--- src/rtl/fm_mem_pkg.sv ---
// Shared constants and types for the feature-map DRM buffer and its read/write masters.
package fm_mem_pkg;

    localparam int FM_DATA_WIDTH   = 8;
    localparam int FM_CONV_OUT_NUM = 18;
    localparam int FM_WORD_W       = FM_CONV_OUT_NUM * FM_DATA_WIDTH;
    localparam int FM_ADDR_W       = 13;

    // DRM read latency; the write-side controller refers to the same value.
    localparam int FM_RD_LATENCY   = 2;

    typedef enum logic [1:0] {
        FM_IDLE,
        FM_ISSUE,
        FM_DRAIN,
        FM_FINISH
    } fm_rd_state_t;

endpackage

--- src/rtl/fm_sync_fifo.sv ---
// Small register-based FIFO with fall-through head; the caller guarantees no
// push when full and no pop when empty.
module fm_sync_fifo #(
    parameter int WIDTH = 144,
    parameter int DEPTH = 4,
    localparam int AW = $clog2(DEPTH),
    localparam int CW = AW + 1
) (
    input  logic             clk,
    input  logic             rstn,
    input  logic             push,
    input  logic [WIDTH-1:0] push_data,
    input  logic             pop,
    output logic [WIDTH-1:0] head,
    output logic [CW-1:0]    count
);

    logic [WIDTH-1:0] mem_reg [DEPTH];
    logic [AW-1:0]    wr_ptr_reg;
    logic [AW-1:0]    rd_ptr_reg;
    logic [CW-1:0]    count_reg;
    logic [DEPTH-1:0] wr_sel;

    genvar gi;
    generate
        for (gi = 0; gi < DEPTH; gi++) begin : g_wsel
            assign wr_sel[gi] = push && (wr_ptr_reg == AW'(gi));
        end
    endgenerate

    always_ff @(posedge clk or negedge rstn) begin
        if (!rstn) begin
            for (int i = 0; i < DEPTH; i++) begin
                mem_reg[i] <= '0;
            end
            wr_ptr_reg <= '0;
            rd_ptr_reg <= '0;
            count_reg  <= '0;
        end else begin
            for (int i = 0; i < DEPTH; i++) begin
                if (wr_sel[i]) begin
                    mem_reg[i] <= push_data;
                end
            end
            if (push) begin
                wr_ptr_reg <= wr_ptr_reg + 1'b1;
            end
            if (pop) begin
                rd_ptr_reg <= rd_ptr_reg + 1'b1;
            end
            case ({push, pop})
                2'b10:   count_reg <= count_reg + 1'b1;
                2'b01:   count_reg <= count_reg - 1'b1;
                default: count_reg <= count_reg;
            endcase
        end
    end

    assign head  = mem_reg[rd_ptr_reg];
    assign count = count_reg;

endmodule

--- src/rtl/fm_stream_reader.sv ---
// Feature-map DRM read master: issues sequential reads, absorbs the fixed read
// latency and hands words to the conv engine as a credit-limited stream.
module fm_stream_reader #(
    parameter int DATA_WIDTH   = fm_mem_pkg::FM_DATA_WIDTH,
    parameter int CONV_OUT_NUM = fm_mem_pkg::FM_CONV_OUT_NUM,
    parameter int FM_MEM_DEPTH = fm_mem_pkg::FM_ADDR_W,
    parameter int RD_LATENCY   = fm_mem_pkg::FM_RD_LATENCY,
    parameter int FIFO_DEPTH   = 4,
    localparam int W = CONV_OUT_NUM * DATA_WIDTH
) (
    input  logic                  clk,
    input  logic                  rstn,
    input  logic                  start,
    input  logic [FM_MEM_DEPTH-1:0] base_addr,
    input  logic [FM_MEM_DEPTH:0]   word_cnt,
    output logic [FM_MEM_DEPTH-1:0] rd_addr,
    output logic                  rd_en,
    input  logic [W-1:0]          rd_data,
    output logic [W-1:0]          out_data,
    output logic                  out_valid,
    input  logic                  out_ready,
    output logic                  busy,
    output logic                  done
);

    import fm_mem_pkg::*;

    localparam int CW = $clog2(FIFO_DEPTH) + 1;
    localparam logic [CW:0]           DEPTH_C = (CW + 1)'(FIFO_DEPTH);
    localparam logic [CW-1:0]         ONE_C   = CW'(1);
    localparam logic [FM_MEM_DEPTH:0] LAST_C  = (FM_MEM_DEPTH + 1)'(1);

    fm_rd_state_t                state_reg;
    logic [FM_MEM_DEPTH-1:0]     cur_addr_reg;
    logic [FM_MEM_DEPTH:0]       remaining_reg;
    logic [FM_MEM_DEPTH-1:0]     rd_addr_reg;
    logic                        busy_reg;
    logic                        done_reg;
    logic [RD_LATENCY-1:0]       vld_pipe_reg;

    logic [CW-1:0]               fifo_count;
    logic [CW-1:0]               inflight;
    logic [CW:0]                 occupancy;
    logic                        issue;
    logic                        pop;
    logic                        drained;

    // Stage 0 of the valid pipe is the registered rd_en itself.
    always_comb begin
        inflight = '0;
        for (int i = 0; i < RD_LATENCY; i++) begin
            inflight = inflight + CW'(vld_pipe_reg[i]);
        end
    end

    assign occupancy = {1'b0, fifo_count} + {1'b0, inflight};
    assign issue     = (state_reg == FM_ISSUE) && (occupancy < DEPTH_C);
    assign pop       = out_valid && out_ready;
    // True on the edge that retires the final outstanding word.
    assign drained   = (inflight == '0) &&
                       ((fifo_count == '0) || ((fifo_count == ONE_C) && pop));

    always_ff @(posedge clk or negedge rstn) begin
        if (!rstn) begin
            vld_pipe_reg <= '0;
        end else begin
            for (int i = RD_LATENCY - 1; i > 0; i--) begin
                vld_pipe_reg[i] <= vld_pipe_reg[i-1];
            end
            vld_pipe_reg[0] <= issue;
        end
    end

    always_ff @(posedge clk or negedge rstn) begin
        if (!rstn) begin
            state_reg     <= FM_IDLE;
            cur_addr_reg  <= '0;
            remaining_reg <= '0;
            rd_addr_reg   <= '0;
            busy_reg      <= 1'b0;
            done_reg      <= 1'b0;
        end else begin
            done_reg <= 1'b0;
            case (state_reg)
                FM_IDLE: begin
                    if (start) begin
                        cur_addr_reg  <= base_addr;
                        remaining_reg <= word_cnt;
                        busy_reg      <= 1'b1;
                        // Zero-length commands retire through DRAIN, which
                        // completes at once, so busy is seen for one cycle.
                        state_reg     <= (word_cnt == '0) ? FM_DRAIN : FM_ISSUE;
                    end
                end
                FM_ISSUE: begin
                    if (issue) begin
                        rd_addr_reg   <= cur_addr_reg;
                        cur_addr_reg  <= cur_addr_reg + 1'b1;
                        remaining_reg <= remaining_reg - 1'b1;
                        if (remaining_reg == LAST_C) begin
                            state_reg <= FM_DRAIN;
                        end
                    end
                end
                FM_DRAIN: begin
                    if (drained) begin
                        state_reg <= FM_FINISH;
                        done_reg  <= 1'b1;
                        busy_reg  <= 1'b0;
                    end
                end
                FM_FINISH: begin
                    state_reg <= FM_IDLE;
                end
                default: begin
                    state_reg <= FM_IDLE;
                end
            endcase
        end
    end

    fm_sync_fifo #(
        .WIDTH (W),
        .DEPTH (FIFO_DEPTH)
    ) u_fifo (
        .clk       (clk),
        .rstn      (rstn),
        .push      (vld_pipe_reg[RD_LATENCY-1]),
        .push_data (rd_data),
        .pop       (pop),
        .head      (out_data),
        .count     (fifo_count)
    );

    assign out_valid = (fifo_count != '0);
    assign rd_addr   = rd_addr_reg;
    assign rd_en     = vld_pipe_reg[0];
    assign busy      = busy_reg;
    assign done      = done_reg;

endmodule

--- config.mk ---
export PLATFORM = sky130hd
export DESIGN_NAME = fm_stream_reader
export DESIGN_NICKNAME = d
export VERILOG_FILES = /design/src/rtl/fm_mem_pkg.sv /design/src/rtl/fm_sync_fifo.sv /design/src/rtl/fm_stream_reader.sv
export SDC_FILE = /design/constraint.sdc
export NUM_CORES = 1
export LEC_CHECK = 0
export BUFFER_PORTS_ARGS = -buffer_cell sky130_fd_sc_hd__buf_2
export CAP_MARGIN = 5
export CORE_MARGIN = 4
export CORE_UTILIZATION = 45
export CTS_BUF_LIST = sky130_fd_sc_hd__clkbuf_8
export DETAILED_ROUTE_END_ITERATION = 10
export SLEW_MARGIN = 20
export SYNTH_ARGS = -nofsm -noshare
export SYNTH_HDL_FRONTEND = slang
export SYNTH_SLANG_ARGS = --single-unit
--- constraint.sdc ---
create_clock -name clk -period 2.69 [get_ports clk]
set_input_delay 0.269 -clock clk [delete_from_list [all_inputs] [get_ports clk]]
set_output_delay 0.269 -clock clk [all_outputs]
set_load 0.02 [all_outputs]
==> flow_summary.yaml <==
power:
  power_density_nw_per_um2: 1340
  leakage_uw: 0.0151
  max-vdd-ir-drop_mv: 0.883
synthesis:
  synth_fa_ha_area_share_pct: 0.862
  ys_seq_elements: 629
  syn_nets: 1909
  ys.warnings.count: 0
  async_flop_share_pct: 100
  synthCells: 1715
  netlist_top_cells_area: "dfrtp_1 (57%), mux2_2 (24%), mux4_2 (12%)"
  yosys-mux-area-fraction_pct: 36.2
  yosys.area_share.simple_pct: 1.86
  ys_types: 54
  synth_compound_area_share_pct: 2.14
  synth-main-ff-cell: "dfrtp_1"
  avgSynthCellArea_um2: 16.1
  yosysTopAreaCellShare_pct: 57.1
  synth_xor_area_share_pct: 0.191
  synth_common_cells: "dfrtp_1 (629), mux2_2 (590), mux4_2 (144)"
  ys_seq_area_share_pct: 57.1
  syn-cell-area_um2: 27600
  yosysMostFrequentCell: "dfrtp_1"
  synth_edf_count: 0
  synth_top_cell_by_area: "dfrtp_1"
  synth_top_family_by_area: "multiplexers"
global_route:
  grt_max_degree: 87
  grt_pass1_vias: 18900
  grt_pass1_wl_mm: 106
  antenna_found_initial: 3
  grtUsageTotal_pct: 20.1
  overflow: 0
clock_network:
  htreeDepth: 3
  clk_root_buffer_cell: "clkbuf_8"
  insertion_delay_ns: 0.68
  cts_tree: "done"
  cts.sinks: 629
  cts_buffer_depth: 3
  cts-buffers-inserted: 106
  clk_pin_slew_ns: 0.07
route:
  drt_pre_antenna_iters: 5
  post_drt_wl_per_cell_um: 20.7
  vias: 17000
  initialDrtViolationCount: 755
  routed_wl_mm: 65.1
  antenna_left: 0
  drc: 0
  vias_per_cell: 5.40
setup_path:
  crit_start: "u_fifo.rd_ptr_reg[0]"
  required_ns: 2.42
  endpoint_kind: "output port"
  critPathArrivalTime_ns: 2.30
  worstSetupStartpointType: "flip-flop"
  critical_path_peak_fanout: 44
  critPathKind: "reg2out"
  r2r-start: "vld_pipe_reg[0]"
timing:
  timing.fmax_ghz: 0.390
  hold_violations: 0
  rsz0062_at_grt: "yes"
  slew_headroom_pct: 51.7
  fin_skew_ns: 0.0424
  fin_tns_setup_ns: 0
  period_share_pct: 95.4
  period_minus_slack_ns: 2.57
  slew_violations: 0
  finalSetupViolations: 0
  worst_pin_slew_ns: 0.725
min_path:
  min_path_type: "in2reg"
  hold_path_startpoint: "word_cnt[11]"
layout:
  fin_area_um2: 34600
  area.growth.synth_to_final_pct: 25.5
  layout-drive-gt1-share_pct: 54.7
  largest_register_ffs: 576
  nNetsFinal: 2474
  nFillCells: 4848
die:
  boundaryPins: 336
  core_area_um2: 60500
  start_util_pct: 45.6
  rows: 90
  dieArea_um2: 65300
  dieWidth_um: 256
  die_y_um: 256
flow_run:
  cap_violations: 0
placed_design:
  dp_hpwl_mm: 40.5
  io_buffers: 335
  dpl_cell_area_um2: 30600
  place_congestion: 0.788
run_status:
  status: "finished, final reports clean"
-- timing repair --
item,4_1_cts,5_1_grt
pin swaps,0,0
gates resized for setup,6,10
hold buffers,173,0
hold endpoints to repair,661,0
cloned,0,1
endpoints found under the setup margin,105,53
setup buffers,5,0
-- layer usage --
metal  global-route usage [%]  up-vias  routed length, µm
li1                         -     7573                  -
met1                     26.8     8926              28200
met2                     33.4      379              32200
met3                     4.88       98               3300
met4                     5.64        0               1490
met5                        0        -                  0
-- path summary, 6_finish.rpt --
check                                      end  slack, ns  cells past startpoint
max in group asynchronous  u_fifo.mem_reg[101]       1.60                      3
min reg2reg                    vld_pipe_reg[1]       0.44                      0
min                               state_reg[0]       0.12                      5
min in group asynchronous   u_fifo.mem_reg[58]       0.22                      2
max reg2reg                         rd_addr[2]       0.32                      5
max                               out_data[21]       0.12                      3
-- worst max-delay path, cell delays in order (launching register included) --
cell     delay (ns)
dfrtp_4        0.50
buf_16         0.33
mux4_2         0.58
buf_2          0.18
-- stage by stage --
step	cells	worst slack, ns	utilization, %	total power, µW	hold slack (ns)
after floorplan	1715	0.304	-	31200	-0.0266
after global placement	2775	0.344	50.6	37300	0.342
after detailed placement	2775	0.291	50.6	38000	0.347
after CTS	3142	-0.0164	57.1	47000	0.0363
after global routing	3146	-0.0502	57.2	49400	0.0827
final	3146	0.123	57.2	46500	0.124
-- where the power goes --
group / switching (µW) / leakage [µW] / total, µW / internal [µW]
Clock: 3780 / 0.00126 / 8490 / 4710
Combinational: 10200 / 0.00655 / 21100 / 10900
Sequential: 2520 / 0.00733 / 16900 / 14400
-- layout by cell type (no fill, tap or decap), drive strengths merged, types with 4 or more instances in the layout --
cell type,Yosys,routed
o22a,7,7
o21ai,30,30
a31oi,4,4
or4,4,4
mux2,591,591
nor3,9,9
clkbuf,85,142
a21oi,25,25
dfrtp,629,629
ha,19,19
nand3,12,12
nand2,29,29
and3,4,4
nand4,6,6
inv,18,56
clkinv,0,9
buf,22,389
nor2,20,20
mux2i,7,7
dlygate4sd3,0,173
o22ai,8,8
mux4,144,144
-- area by class of cell --
| type | count | area, µm² | area share (%) |
|---|---|---|---|
| Timing Repair Buffer | 564 | 4240 | 12.3 |
| Sequential cell | 629 | 15700 | 45.5 |
| Antenna cell | 3 | 7.51 | 0.0217 |
| Clock inverter | 49 | 230 | 0.665 |
| Inverter | 18 | 67.6 | 0.195 |
| Tap cell | 782 | 978 | 2.83 |
| Multi-Input combinational cell | 961 | 11400 | 32.9 |
| Clock buffer | 140 | 1930 | 5.57 |
-- cell families after synthesis --
kind of cell,count (synthesis)
compound gates,93
xor+xnor,6
fa+ha+maj,19
buf+inv,125
flops,629
mux,742
simple gates,101
Note: power is estimated with default switching activity, not from simulation.
